[config.mk]
export PLATFORM = sky130hd
export DESIGN_NAME = fetch_unit
export DESIGN_NICKNAME = d
export VERILOG_FILES = /design/src/rtl/datapath_pkg.sv /design/src/rtl/fetch_fifo.sv /design/src/rtl/fetch_unit.sv
export SDC_FILE = /design/constraint.sdc
export NUM_CORES = 1
export LEC_CHECK = 0
export ABC_AREA = 1
export BUFFER_PORTS_ARGS = -buffer_cell sky130_fd_sc_hd__buf_2
export CORE_MARGIN = 1
export CORE_UTILIZATION = 45
export CTS_CLUSTER_DIAMETER = 120
export DETAILED_ROUTE_END_ITERATION = 12
export PLACE_DENSITY_LB_ADDON = 0.12
export SYNTH_ARGS = -nofsm -noshare
export SYNTH_HDL_FRONTEND = slang
export SYNTH_SLANG_ARGS = --single-unit
[constraint.sdc]
create_clock -name CLK -period 4 [get_ports CLK]
set_clock_uncertainty 0.2 [all_clocks]
set_input_delay 0.4 -clock CLK [delete_from_list [all_inputs] [get_ports CLK]]
set_output_delay 0.4 -clock CLK [all_outputs]
set_load 0.02 [all_outputs]
[src/rtl/datapath_pkg.sv]
// Shared datapath types for the fetch path: instruction words and the
// record handed from the fetch unit to the scoreboard.
package datapath_pkg;

    typedef logic [31:0] word_t;

    typedef struct packed {
        logic  valid;
        word_t instr;
        word_t pc;
    } fetch_t;

    localparam word_t INSTR_BYTES = 32'd4;

    function automatic word_t next_pc(input word_t pc);
        return pc + INSTR_BYTES;
    endfunction

endpackage

[src/rtl/fetch_fifo.sv]
// Fetch queue between instruction memory and the scoreboard. The head entry
// is presented straight from storage, so it changes only on a clock edge.
module fetch_fifo
    import datapath_pkg::*;
#(
    parameter int DEPTH = 2
) (
    input  logic                   clk,
    input  logic                   rst_n,
    input  logic                   push,
    input  fetch_t                 push_data,
    input  logic                   pop,
    input  logic                   flush,
    output logic                   full,
    output logic                   empty,
    output logic [$clog2(DEPTH):0] count,
    output fetch_t                 head
);

    localparam int PTR_W = $clog2(DEPTH);
    localparam int CNT_W = PTR_W + 1;

    fetch_t             mem_q [DEPTH];
    fetch_t             mem_d [DEPTH];
    logic [PTR_W-1:0]   wr_ptr_q, wr_ptr_d;
    logic [PTR_W-1:0]   rd_ptr_q, rd_ptr_d;
    logic [CNT_W-1:0]   count_q, count_d;
    logic               do_push_s;
    logic               do_pop_s;

    assign full  = (count_q == CNT_W'(DEPTH));
    assign empty = (count_q == CNT_W'(0));
    assign count = count_q;

    // Head view: the valid bit reflects occupancy, not stale storage.
    always_comb begin
        head       = mem_q[rd_ptr_q];
        head.valid = !empty;
    end

    // Next-state for storage, pointers and occupancy; a push into a full
    // queue is accepted only when the head leaves in the same cycle.
    always_comb begin
        mem_d     = mem_q;
        do_pop_s  = pop && !empty;
        do_push_s = push && (!full || do_pop_s);
        if (flush) begin
            wr_ptr_d = '0;
            rd_ptr_d = '0;
            count_d  = '0;
        end else begin
            if (do_push_s) begin
                mem_d[wr_ptr_q] = push_data;
            end else begin
                mem_d = mem_q;
            end
            wr_ptr_d = do_push_s ? wr_ptr_q + PTR_W'(1) : wr_ptr_q;
            rd_ptr_d = do_pop_s  ? rd_ptr_q + PTR_W'(1) : rd_ptr_q;
            count_d  = count_q + CNT_W'(do_push_s) - CNT_W'(do_pop_s);
        end
    end

    // Queue state registers.
    always_ff @(posedge clk or negedge rst_n) begin
        if (!rst_n) begin
            for (int i = 0; i < DEPTH; i++) begin
                mem_q[i] <= '0;
            end
            wr_ptr_q <= '0;
            rd_ptr_q <= '0;
            count_q  <= '0;
        end else begin
            mem_q    <= mem_d;
            wr_ptr_q <= wr_ptr_d;
            rd_ptr_q <= rd_ptr_d;
            count_q  <= count_d;
        end
    end

endmodule

[src/rtl/fetch_unit.sv]
// Instruction fetch front end: issues word requests, queues responses for the
// scoreboard and handles redirects, draining any in-flight request first.
module fetch_unit
    import datapath_pkg::*;
#(
    parameter word_t RESET_PC = 32'h0000_0000,
    parameter int    FQ_DEPTH = 2
) (
    input  logic   CLK,
    input  logic   nRST,
    output logic   imem_ren,
    output word_t  imem_addr,
    input  logic   imem_ihit,
    input  word_t  imem_instr,
    input  logic   freeze,
    input  logic   flush,
    input  word_t  flush_pc,
    output fetch_t fetch
);

    localparam int CNT_W = $clog2(FQ_DEPTH) + 1;

    typedef enum logic [1:0] {
        FETCH    = 2'd0,
        DRAIN    = 2'd1,
        REDIRECT = 2'd2
    } state_t;

    state_t             state_q, state_d;
    word_t              pc_q, pc_d;
    word_t              redir_q, redir_d;
    logic               ren_q, ren_d;

    logic               push_s;
    logic               pop_s;
    logic [CNT_W-1:0]   count_next_s;
    logic               fq_full;
    logic               fq_empty;
    logic [CNT_W-1:0]   fq_count;
    fetch_t             push_entry_s;

    assign push_entry_s = '{valid: 1'b1, instr: imem_instr, pc: pc_q};
    assign imem_ren     = ren_q;
    assign imem_addr    = pc_q;

    // Next-state logic. imem_ren is registered so an issued request cannot be
    // withdrawn by a same-cycle flush; the request is drained instead.
    always_comb begin
        state_d      = state_q;
        pc_d         = pc_q;
        redir_d      = redir_q;
        ren_d        = ren_q;
        push_s       = 1'b0;
        pop_s        = !fq_empty && !freeze && !flush;
        count_next_s = fq_count;
        case (state_q)
            FETCH: begin
                if (flush) begin
                    ren_d = 1'b1;
                    if (ren_q && !imem_ihit) begin
                        redir_d = flush_pc;
                        state_d = DRAIN;
                    end else begin
                        pc_d = flush_pc;
                    end
                end else begin
                    push_s       = ren_q && imem_ihit && (!fq_full || pop_s);
                    pc_d         = push_s ? next_pc(pc_q) : pc_q;
                    count_next_s = fq_count + CNT_W'(push_s) - CNT_W'(pop_s);
                    ren_d        = (count_next_s != CNT_W'(FQ_DEPTH));
                end
            end
            DRAIN: begin
                if (imem_ihit) begin
                    pc_d    = flush ? flush_pc : redir_q;
                    ren_d   = 1'b0;
                    state_d = REDIRECT;
                end else begin
                    redir_d = flush ? flush_pc : redir_q;
                    ren_d   = 1'b1;
                end
            end
            REDIRECT: begin
                pc_d    = flush ? flush_pc : pc_q;
                ren_d   = 1'b1;
                state_d = FETCH;
            end
            default: begin
                state_d = FETCH;
                ren_d   = 1'b0;
            end
        endcase
    end

    // FSM, fetch address, redirect target and request strobe.
    always_ff @(posedge CLK or negedge nRST) begin
        if (!nRST) begin
            state_q <= FETCH;
            pc_q    <= RESET_PC;
            redir_q <= 32'h0000_0000;
            ren_q   <= 1'b0;
        end else begin
            state_q <= state_d;
            pc_q    <= pc_d;
            redir_q <= redir_d;
            ren_q   <= ren_d;
        end
    end

    fetch_fifo #(
        .DEPTH (FQ_DEPTH)
    ) u_fifo (
        .clk       (CLK),
        .rst_n     (nRST),
        .push      (push_s),
        .push_data (push_entry_s),
        .pop       (pop_s),
        .flush     (flush),
        .full      (fq_full),
        .empty     (fq_empty),
        .count     (fq_count),
        .head      (fetch)
    );

endmodule

==> results_dict.tcl, run 1 <==
set metrics [dict create \
    status "finished clean" \
    rows 56 \
    power_density_nw_per_um2 778 \
    totalPowerFinal_uw 9880 \
    layout_min_cycle_time_ns 2.72 \
    initial_antenna_violation_count 0 \
    internal_power_uw 5300 \
    cts_resized 0 \
    p_seq_share_pct 35.8 \
    syn-instance-count 1425 \
    floorplan.die.width_um 157 \
    core_area_um2 23500 \
    yosysUniqueCellTypes 40 \
    detailroute.wirelength.met2_mm 12.0 \
    detail-route-antenna-nets 0 \
    rsz0062_at_grt "no" \
    detail_route.iter0.violations 703 \
    seqCellArea_um2 4980 \
    setup_total_negative_slack_ns 0 \
    crit_start "state_q[1]$_DFFE_PN0P_" \
    io_buffers 166 \
    cts_htree_levels 4 \
    final_hold_violating_endpoints 0 \
    m1WireLength_mm 13.8 \
    wirelength_mm 27.7 \
    post_drt_wl_per_cell_um 14.5 \
    timing.setup.critical_path_class "reg2reg" \
    n_fill_cell 2292 \
    synth_warnings 0 \
    max_buffers_root_to_sink 2 \
    clk_pin_slew_worst_paths_ns 0.08 \
    syn_area_um2 10800 \
    fin_crit_sh_pct 67.9 \
    floorplan.initialDensity_pct 45.9 \
    ir_worst_vdd_mv 0.464 \
    worstHoldEndpoint "redir_q[1]$_DFFE_PN0P_" \
    route.vias.total 9513 \
    maxCapViolations 0 \
    tritoncts "done" \
    synth_enable_flop_cells 0 \
    post-synth-top-area-fraction_pct 46.1 \
    maximum_number_of_pins_on_one_net_before_global_route_repair 129 \
    top_layer "met4" \
    clkPwrFrac_pct 17.2 \
    hpwl_dp_mm 18.7 \
    timing.fmax_mhz 368 \
    post_drt_via_cell_ratio 4.98 \
    max_slew_headroom_pct 40.7 \
    timing.critical_path.from_type "register" \
    yosys.area.top_type "sky130_fd_sc_hd__dfrtp_1" \
    count_leader_synth "sky130_fd_sc_hd__nand2_1" \
    synth.yosys.seq_area_share_pct 46.1 \
    wire_length_of_the_first_global_routing_pass_mm 44.7 \
    synthesis.area_per_instance_um2 7.58 \
    drt-pass1-iter-count 5 \
    final-setup-viol-count 0 \
    endpoint_kind "register" \
    power_leakage_uw 0.00624 \
    n_antenna_cell 0 \
    global_route.usage.total_pct 23.0 \
    ioPinCount 167 \
    multi_input_area_um2 4820 \
    synth.cells.most_frequent "sky130_fd_sc_hd__nand2_1 (439), sky130_fd_sc_hd__o21ai_0 (234), sky130_fd_sc_hd__dfrtp_1 (199), sky130_fd_sc_hd__inv_1 (150), sky130_fd_sc_hd__nor2_1 (95)" \
    netSwitchingFraction_pct 46.4 \
    die_height_um 157 \
    timing_max_transition_violations_final 0 \
    ys_seq_elements 199 \
    drive_gt1_share_pct 15.0 \
    worst_reg2reg_setup_slack_ns 1.28 \
    fin_util_pct 53.9 \
    via_count_of_the_first_global_routing_pass 8786 \
    synth.net_count 1501 \
    synthFlopType "sky130_fd_sc_hd__dfrtp_1" \
    worst_r2r_endpoint "u_fifo.mem_q[18]$_DFFE_PN0P_" \
    layout-area-overhead-vs-synth_pct 17.5 \
    worstHoldPathCells 3 \
    post_synth_main_area_contributors "sky130_fd_sc_hd__dfrtp_1 (46%), sky130_fd_sc_hd__nand2_1 (15%), sky130_fd_sc_hd__o21ai_0 (11%), sky130_fd_sc_hd__inv_1 (5.2%), sky130_fd_sc_hd__mux2_1 (4.8%)" \
    root_buf_cell "sky130_fd_sc_hd__clkbuf_16" \
    cts.sinks 199 \
    critical_path.reg2reg.startpoint "state_q[1]$_DFFE_PN0P_" \
    tritoncts.num_buffers 17 \
    critical_path_arrival_ns 2.82 \
    synth-async-reset-ratio_pct 100 \
    met3RoutedLength_mm 1.34 \
    r2r.worst_path.cells 8 \
    stdcell_area_um2 12700 \
    globalplace.congestion 0.879 \
    num-nets-final 1655 \
    place_area_um2 11800 \
    post_cts.repair.setup_buffers 0 \
    min_from "flush_pc[1]" \
    min_path_type "in2reg" \
    combinationalPowerShare_pct 47.0 \
    drcViolationCount 0 \
    die_area_um2 24600 \
    worst_pin_slew_ns 0.889 \
    worst-endpoint-required_ns 4.11 \
    grt-ovfl-total 0 \
    worst_skew_pair.late_latency_ns 0.44 \
    power_switching_uw 4580 \
    critPathMaxFanout 49 \
]
==> critical path, cell delays in order (launching register included) <==
cell	delay, ns
sky130_fd_sc_hd__dfrtp_1	0.40
sky130_fd_sc_hd__inv_1	0.12
sky130_fd_sc_hd__ha_1	0.25
sky130_fd_sc_hd__inv_2	0.09
sky130_fd_sc_hd__nor2_2	0.15
sky130_fd_sc_hd__nand3_4	0.16
sky130_fd_sc_hd__nor2_8	0.50
sky130_fd_sc_hd__buf_12	0.32
sky130_fd_sc_hd__mux2_1	0.35
==> registers in the layout, indices dropped and copies added (netlist names) <==
| register | count |
|---|---|
| u_fifo.mem_q | 128 |
| imem_addr | 32 |
| redir_q | 32 |
| state_q | 2 |
| u_fifo.count | 2 |
| imem_ren | 1 |
| u_fifo.rd_ptr_q | 1 |
| u_fifo.wr_ptr_q | 1 |
==> kinds of logic (layout without fill, tap and decap cells) <==
group / Yosys count / after routing / share of synthesized area, %
AOI/OAI and AO/OA: 316 / 316 / 15.5
xor gates and xnor gates: 3 / 3 / 0.243
adders and majority gates: 7 / 7 / 0.810
buffers and inverters: 236 / 402 / 9.39
DFF: 199 / 199 / 46.1
muxes: 47 / 47 / 4.90
and+or+nand+nor: 617 / 617 / 23.1
==> power groups by stage <==
stage                     sequential [µW]  clock, µW  combinational, µW
after CTS                            3530       1750               4660
after global routing                 3650       1820               5250
after detailed placement             3570          0               4600
after global placement               3550          0               4530
final                                3530       1700               4640
after floorplan                      3520          0               3240
==> through the flow <==
step	setup WS (ns)	hold slack, ns	cells
after floorplan	1.98	-0.0956	1425
after CTS	1.27	0.0000832	1909
after global placement	1.24	0.267	1846
after detailed placement	1.21	0.275	1846
final	1.28	0.0497	1910
after global routing	1.06	0.0496	1910
==> how the worst max path moves through the flow <==
stage	end	slack (ns)	cells past startpoint
final	u_fifo.mem_q[18]$_DFFE_PN0P_	1.28	8
after floorplan	u_fifo.mem_q[32]$_DFFE_PN0P_	1.98	8
after global routing	u_fifo.mem_q[18]$_DFFE_PN0P_	1.06	8
after CTS	u_fifo.mem_q[18]$_DFFE_PN0P_	1.27	8
after detailed placement	redir_q[3]$_DFFE_PN0P_	1.21	8
after global placement	redir_q[3]$_DFFE_PN0P_	1.24	8
==> what timing repair did <==
action                                 in CTS  in global routing
hold buffers                               32                  1
endpoints found under the hold margin     164                  1
setup endpoints to repair                   0                  0
==> layout make-up <==
type                    instances  share of cell area (%)
inverters                     159                    4.72
repair buffers                212                    10.4
clock inverters                14                    1.23
flip-flops and latches        199                    39.2
clock buffers                  17                    3.35
multi-input cells             990                    37.9
well taps                     319                    3.14
==> metal layers <==
metal	up-vias	global-route usage, %
li1	4860	-
met1	4370	34.1
met2	251	34.1
met3	32	3.61
met4	0	7.84
met5	-	0
==> layout by cell type (no fill, tap or decap), types with 5 or more instances in the layout <==
master	Yosys	final
sky130_fd_sc_hd__nand3_1	62	62
sky130_fd_sc_hd__buf_2	23	165
sky130_fd_sc_hd__clkbuf_16	0	17
sky130_fd_sc_hd__dlygate4sd3_1	0	33
sky130_fd_sc_hd__o21a_1	18	18
sky130_fd_sc_hd__o21ai_1	8	8
sky130_fd_sc_hd__ha_1	7	7
sky130_fd_sc_hd__dfrtp_1	199	198
sky130_fd_sc_hd__a21oi_1	40	40
sky130_fd_sc_hd__inv_1	150	150
sky130_fd_sc_hd__nor2_1	95	94
sky130_fd_sc_hd__mux2_1	46	46
sky130_fd_sc_hd__buf_4	14	9
sky130_fd_sc_hd__o21ai_0	234	234
sky130_fd_sc_hd__inv_8	0	5
sky130_fd_sc_hd__inv_2	7	7
sky130_fd_sc_hd__nand2_1	439	439
sky130_fd_sc_hd__o21bai_1	7	7
No activity file was read; power rests on OpenSTA's default activity.
==> run 2, diff against run 1 <==
==> constraint.sdc (replaced) <==
create_clock -name CLK -period 2.4 [get_ports CLK]
set_clock_uncertainty 0.2 [all_clocks]
set_input_delay 0.24 -clock CLK [delete_from_list [all_inputs] [get_ports CLK]]
set_output_delay 0.24 -clock CLK [all_outputs]
set_load 0.02 [all_outputs]
==> run 2 against run 1 <==
Compared with the run above:
- first-iteration DRC count is 9.0% higher
- power is 70% higher
- largest power group unchanged
- via count is 1.3% higher
- design area is 4.1% higher
- maximum frequency is 19% higher
- sequential power is 66% higher
- sequential share of layout area is 1.5 points lower
- setup slack worse by 1.2 ns
- core utilization is 2.2 points higher
- flip-flop and latch count stayed put
- worst hold slack worse by 0.044 ns
==> results_dict.tcl, run 2 (same netlist as run 1, synthesis figures left out) <==
set metrics [dict create \
    status "finished clean" \
    route.vias.total 9636 \
    globalplace.congestion 0.840 \
    setup_slack_ns 0.127 \
    num-nets-final 1699 \
    totalPowerFinal_uw 16800 \
    critPathMaxFanout 37 \
    timing_max_transition_violations_final 0 \
    worst_skew_pair.late_latency_ns 0.44 \
    final_hold_violating_endpoints 0 \
    layout_min_cycle_time_ns 2.27 \
    worst_r2r_endpoint "u_fifo.mem_q[20]$_DFFE_PN0P_" \
    detail_route.iter0.violations 766 \
    endpoint_kind "register" \
    n_fill_cell 2225 \
    root_buf_cell "sky130_fd_sc_hd__clkbuf_16" \
    drcViolationCount 0 \
    floorplan.initialDensity_pct 45.9 \
    worst_pin_slew_ns 0.592 \
    place_worst_setup_slack_ns 0.142 \
    timing.critical_path.from_type "register" \
    power_leakage_uw 0.00647 \
    rsz0062_at_grt "no" \
    final-setup-viol-count 0 \
    via_count_of_the_first_global_routing_pass 8701 \
    leading_cell_types_in_the_layout_fill_and_taps_excluded "sky130_fd_sc_hd__nand2_1 (439), sky130_fd_sc_hd__o21ai_0 (234), sky130_fd_sc_hd__dfrtp_1 (198)" \
    initial_antenna_violation_count 0 \
    min_from "flush_pc[4]" \
    max_slew_headroom_pct 60.5 \
    critical_path_arrival_ns 2.40 \
    setup_total_negative_slack_ns 0 \
    post_cts.repair.setup_buffers 0 \
    die_area_um2 24600 \
    clk_pin_slew_worst_paths_ns 0.08 \
    max_ffs_per_register 128 \
    post_drt_via_cell_ratio 4.93 \
    fin_crit_sh_pct 94.7 \
    tritoncts "done" \
    n_antenna_cell 0 \
    io_buffers 166 \
    ioPinCount 167 \
    max_flop_register "u_fifo.mem_q" \
    layout-area-overhead-vs-synth_pct 22.3 \
    timing.setup.critical_path_class "reg2reg" \
    core_area_um2 23500 \
    maxCapViolations 0 \
    mostFrequentLayoutCell "sky130_fd_sc_hd__nand2_1" \
    worstHoldPathCells 5 \
    drive_gt1_share_pct 15.3 \
    wire_length_of_the_first_global_routing_pass_mm 45.7 \
    timing.fmax_mhz 440 \
    worstHoldEndpoint "redir_q[4]$_DFFE_PN0P_" \
    ir_worst_vdd_mv 0.759 \
    whs_ns 0.00571 \
    die_height_um 157 \
    hpwl_dp_mm 19.2 \
    power_density_nw_per_um2 1270 \
    max_buffers_root_to_sink 2 \
    maximum_number_of_pins_on_one_net_before_global_route_repair 72 \
    min_path_type "in2reg" \
    grt-ovfl-total 0 \
    worst-endpoint-required_ns 2.53 \
    cts_htree_levels 4 \
    detail-route-antenna-nets 0 \
    wirelength_mm 28.2 \
    placed_instances 1859 \
    critical_path.reg2reg.startpoint "state_q[1]$_DFFE_PN0P_" \
    final_cell_count_no_fill 1955 \
    tritoncts.num_buffers 17 \
    cts.sinks 199 \
    post_drt_wl_per_cell_um 14.4 \
    worst_reg2reg_setup_slack_ns 0.13 \
    floorplan.die.width_um 157 \
    r2r.worst_path.cells 10 \
    rows 56 \
    global_route.usage.total_pct 23.7 \
    drt-pass1-iter-count 5 \
]
==> run 2: final cells by class <==
cell class	instances	area [µm²]	area share, %
Tap cell	319	399	3.02
Timing Repair Buffer	256	1840	13.9
Sequential cell	199	4980	37.7
Inverter	159	599	4.53
Multi-Input combinational cell	990	4820	36.5
Clock inverter	14	149	1.13
Clock buffer	18	429	3.25
==> run 2: how the worst max path moves through the flow <==
stage | start | cells past startpoint | end
floorplan | state_q[1]$_DFFE_PN0P_ | 8 | u_fifo.mem_q[32]$_DFFE_PN0P_
global placement | state_q[1]$_DFFE_PN0P_ | 10 | u_fifo.mem_q[26]$_DFFE_PN0P_
detailed placement | state_q[1]$_DFFE_PN0P_ | 10 | u_fifo.mem_q[20]$_DFFE_PN0P_
CTS | u_fifo.rd_ptr_q$_DFFE_PN0P_ | 3 | fetch[29]
global route | state_q[1]$_DFFE_PN0P_ | 10 | u_fifo.mem_q[20]$_DFFE_PN0P_
finish | state_q[1]$_DFFE_PN0P_ | 10 | u_fifo.mem_q[20]$_DFFE_PN0P_
==> run 2: metrics by stage <==
step           utilization, %  area [µm²]
2_1_floorplan               -       10800
3_3_place_gp             51.0       12000
3_5_place_dp             51.0       12000
4_1_cts                  56.1       13200
5_1_grt                  56.1       13200
6_report                 56.1       13200
==> run 2: worst max-delay path, stage by stage, from the launching register on <==
cell and delay, ns:
sky130_fd_sc_hd__dfrtp_1 0.40, sky130_fd_sc_hd__inv_1 0.12, sky130_fd_sc_hd__ha_1 0.24, sky130_fd_sc_hd__inv_2 0.09, sky130_fd_sc_hd__nor2_2 0.15, sky130_fd_sc_hd__nand3_4 0.16, sky130_fd_sc_hd__nor2_8 0.14, sky130_fd_sc_hd__buf_12 0.22
sky130_fd_sc_hd__buf_4 0.23, sky130_fd_sc_hd__nand2_1 0.09, sky130_fd_sc_hd__o21a_1 0.10
==> run 2: where the power goes <==
group	internal (µW)	total, µW	leakage, µW	switching [µW]
sequential	4840	5870	0.00252	1040
combinational	2820	8050	0.00367	5230
clock	1400	2860	0.000281	1460
total	9060	16800	0.00647	7720
==> run 2: metal layers <==
layer	track usage [%]	part of all wire [%]	vias up
li1	-	-	4961
met1	34.8	50	4419
met2	36.3	44	234
met3	4.02	5.0	22
met4	5.70	1.0	0
met5	0	0	-
==> run 2: timing repair <==
action	in CTS	in global routing
hold endpoints to repair	160	0
hold buffers	64	0
gates resized for setup	0	0
==> run 3, diff against run 2 <==
--- a/config.mk
+++ b/config.mk
@@ -5,10 +5,11 @@
 export SDC_FILE = /design/constraint.sdc
 export NUM_CORES = 1
 export LEC_CHECK = 0
-export ABC_AREA = 1
+export ABC_AREA = 0
 export BUFFER_PORTS_ARGS = -buffer_cell sky130_fd_sc_hd__buf_2
 export CORE_MARGIN = 1
 export CORE_UTILIZATION = 45
+export CTS_BUF_LIST = sky130_fd_sc_hd__clkbuf_4 sky130_fd_sc_hd__clkbuf_8
 export CTS_CLUSTER_DIAMETER = 120
 export DETAILED_ROUTE_END_ITERATION = 12
 export PLACE_DENSITY_LB_ADDON = 0.12
==> run 3 against run 2 <==
Compared with the run above:
- synthesized cell count fell by 44%
- non-clock buffer count rose by 32
- flip-flop and latch count did not move
- largest cell class unchanged
- largest power group unchanged
==> results_dict.tcl, run 3 <==
set metrics [dict create \
    post_drt_via_cell_ratio 5.39 \
    critPathSlowestCell "sky130_fd_sc_hd__dfrtp_2" \
    timing.fmax_mhz 437 \
    placed_instances 1236 \
    yosysUniqueCellTypes 58 \
    cts_htree_levels 4 \
    use_met3_pct 4.24 \
    critPathMaxFanout 50 \
    post_drt_wl_per_cell_um 17.9 \
    synthesis.area_per_instance_um2 12.3 \
    synth_enable_flop_cells 0 \
    timing_max_transition_violations_final 0 \
    maximum_number_of_pins_on_one_net_before_global_route_repair 65 \
    synth.cells.most_frequent "sky130_fd_sc_hd__mux2_2 (211), sky130_fd_sc_hd__dfrtp_1 (199), sky130_fd_sc_hd__o21ai_0 (42), sky130_fd_sc_hd__a21oi_1 (39), sky130_fd_sc_hd__nand2_1 (30)" \
    synthFlopType "sky130_fd_sc_hd__dfrtp_1" \
    max_slew_headroom_pct 68.0 \
    setup_slack_ns 0.111 \
    die_height_um 150 \
    max_ffs_per_register 128 \
    route.vias.total 7228 \
    layout-area-overhead-vs-synth_pct 26.4 \
    timing.critical_path.slowest_cell_delay_ns 0.48 \
    syn-instance-count 797 \
    fin_crit_sh_pct 95.4 \
    num-nets-final 1128 \
    rows 53 \
    mostFrequentLayoutCell "sky130_fd_sc_hd__mux2_2" \
    setup_total_negative_slack_ns 0 \
    maxCapViolations 0 \
    min_from "freeze" \
    stdcell_area_um2 12400 \
    critical_path.reg2reg.startpoint "state_q[0]$_DFFE_PN0P_" \
    synth.yosys.seq_area_share_pct 50.8 \
    n_antenna_cell 0 \
    grt_util_met1_pct 30.5 \
    cp_cell_sequence "buf_12 -> mux2_2 -> buf_2" \
    hpwl_dp_mm 16.3 \
    global_route.usage.total_pct 22.4 \
    floorplan.initialDensity_pct 46.2 \
    synth-async-reset-ratio_pct 100 \
    initial_antenna_violation_count 0 \
    timing.setup.critical_path_class "reg2out" \
    crit_start "u_fifo.rd_ptr_q$_DFFE_PN0P_" \
    yosys.area.top_type "sky130_fd_sc_hd__dfrtp_1" \
    wirelength_mm 24.0 \
    detail-route-antenna-nets 0 \
    core_area_um2 21200 \
    worst-endpoint-required_ns 1.96 \
    max_flop_register "u_fifo.mem_q" \
    die_area_um2 22400 \
    io_buffers 166 \
    count_leader_synth "sky130_fd_sc_hd__mux2_2" \
    min_path_type "in2reg" \
    power_density_nw_per_um2 1270 \
    synth_warnings 0 \
    root_buf_cell "sky130_fd_sc_hd__clkbuf_8" \
    syn_area_um2 9810 \
    grt_util_met2_pct 36.2 \
    via_count_of_the_first_global_routing_pass 7178 \
    ir_worst_vdd_mv 0.692 \
    drt-pass1-iter-count 5 \
    final_cell_count_no_fill 1340 \
    r2r.worst_path.cells 7 \
    final_hold_violating_endpoints 0 \
    power_leakage_uw 0.00574 \
    clk_pin_slew_worst_paths_ns 0.11 \
    timing.critical_path.from_type "register" \
    max_buffers_root_to_sink 2 \
    globalplace.congestion 0.843 \
    worst_pin_slew_ns 0.474 \
    leading_cell_types_in_the_layout_fill_and_taps_excluded "sky130_fd_sc_hd__mux2_2 (211), sky130_fd_sc_hd__dfrtp_1 (198), sky130_fd_sc_hd__buf_2 (165)" \
    worstHoldPathCells 4 \
    worst_skew_pair.late_latency_ns 0.47 \
    tritoncts "done" \
    status "finished clean" \
    layout_min_cycle_time_ns 2.29 \
    drcViolationCount 0 \
    post_synth_main_area_contributors "sky130_fd_sc_hd__dfrtp_1 (51%), sky130_fd_sc_hd__mux2_2 (24%), sky130_fd_sc_hd__o21ai_0 (2.1%), sky130_fd_sc_hd__a21oi_1 (2.0%), sky130_fd_sc_hd__mux2_4 (1.5%)" \
    endpoint_kind "primary output" \
    place_worst_setup_slack_ns 0.00449 \
    drive_gt1_share_pct 46.0 \
    cts.sinks 199 \
    globalRoute.busiestLayer "met2" \
    floorplan.die.width_um 150 \
    grt-ovfl-total 0 \
    detail_route.iter0.violations 419 \
    ys_seq_elements 199 \
    final-setup-viol-count 0 \
    wire_length_of_the_first_global_routing_pass_mm 38.5 \
    rsz0062_at_grt "no" \
    place_area_um2 11300 \
    critical_path_arrival_ns 1.85 \
    ioPinCount 167 \
    post-synth-top-area-fraction_pct 50.8 \
    tritoncts.num_buffers 17 \
    synth.net_count 873 \
]
## run 3: changes by cell type in the layout (fill, tap and decap cells not counted), sizes merged, moves of 28 or more
cell	change
inv	-144
buf	+28
nand2	-411
o21ai	-197
mux2	+180
nand3	-46
nor2	-74
## run 3: stage by stage
stage / total power, µW / utilization [%] / hold WS, ns
finish: 15800 / 58.4 / 0.0392
global route: 16900 / 58.4 / 0.0621
CTS: 15900 / 58.2 / 0.0134
detailed placement: 13500 / 53.0 / 0.0371
global placement: 13300 / 53.0 / 0.0436
floorplan: 11000 / - / -0.256
## run 3: area by class of cell
class / instances / area, µm²
Clock buffer: 21 / 283
Clock inverter: 11 / 135
Fill cell: 1768 / 8820
Inverter: 18 / 67.6
Multi-Input combinational cell: 528 / 4500
Sequential cell: 199 / 4980
Tap cell: 275 / 344
Timing Repair Buffer: 288 / 2090
## run 3: report_power, final
group | internal, µW | switching [µW] | leakage (µW)
Sequential | 4890 | 986 | 0.00249
Combinational | 3670 | 3940 | 0.00304
Clock | 1050 | 1230 | 0.000214
Total | 9610 | 6160 | 0.00574
## run 3: critical path, delay by kind of cell, from the launching register on
kind                   cells  cell delay [ns]
flip-flops                 1             0.48
buffers and inverters      2             0.45
multiplexers               1             0.39
## run 3: cells by family (layout without fill, tap and decap cells)
logic type | after synthesis | in the layout | synth area share [%]
AOI/OAI and AO/OA | 164 | 164 | 10.9
xor gates and xnor gates | 6 | 6 | 0.536
adders and majority gates | 7 | 7 | 0.893
buffers and inverters | 70 | 338 | 3.62
DFF | 199 | 199 | 50.8
muxes | 231 | 231 | 26.9
and+or+nand+nor | 120 | 120 | 6.38
## run 3: path summary, 6_finish.rpt
kind / endpoint / slack, ns
setup / recovery: fetch[19] / 0.11
hold / removal: imem_ren$_DFF_PN0_ / 0.04
setup reg to reg: imem_addr[31]$_DFFE_PN0P_ / 0.12
hold reg to reg: u_fifo.mem_q[47]$_DFFE_PN0P_ / 0.30
max in group asynchronous: u_fifo.mem_q[51]$_DFFE_PN0P_ / 1.22
min in group asynchronous: u_fifo.mem_q[59]$_DFFE_PN0P_ / 0.09
## run 3: metal layers
metal	wire length, µm	up-vias
met4	327	0
met3	1080	20
li1	-	3429
met2	11300	172
met5	0	-
met1	11200	3607
## run 3: timing repair
item / in CTS / in global routing
pin swaps: 0 / 0
hold buffers: 68 / 0
endpoints found under the setup margin: 23 / 69
setup buffers: 0 / 4
endpoints found under the hold margin: 309 / 0
gates resized for setup: 1 / 3
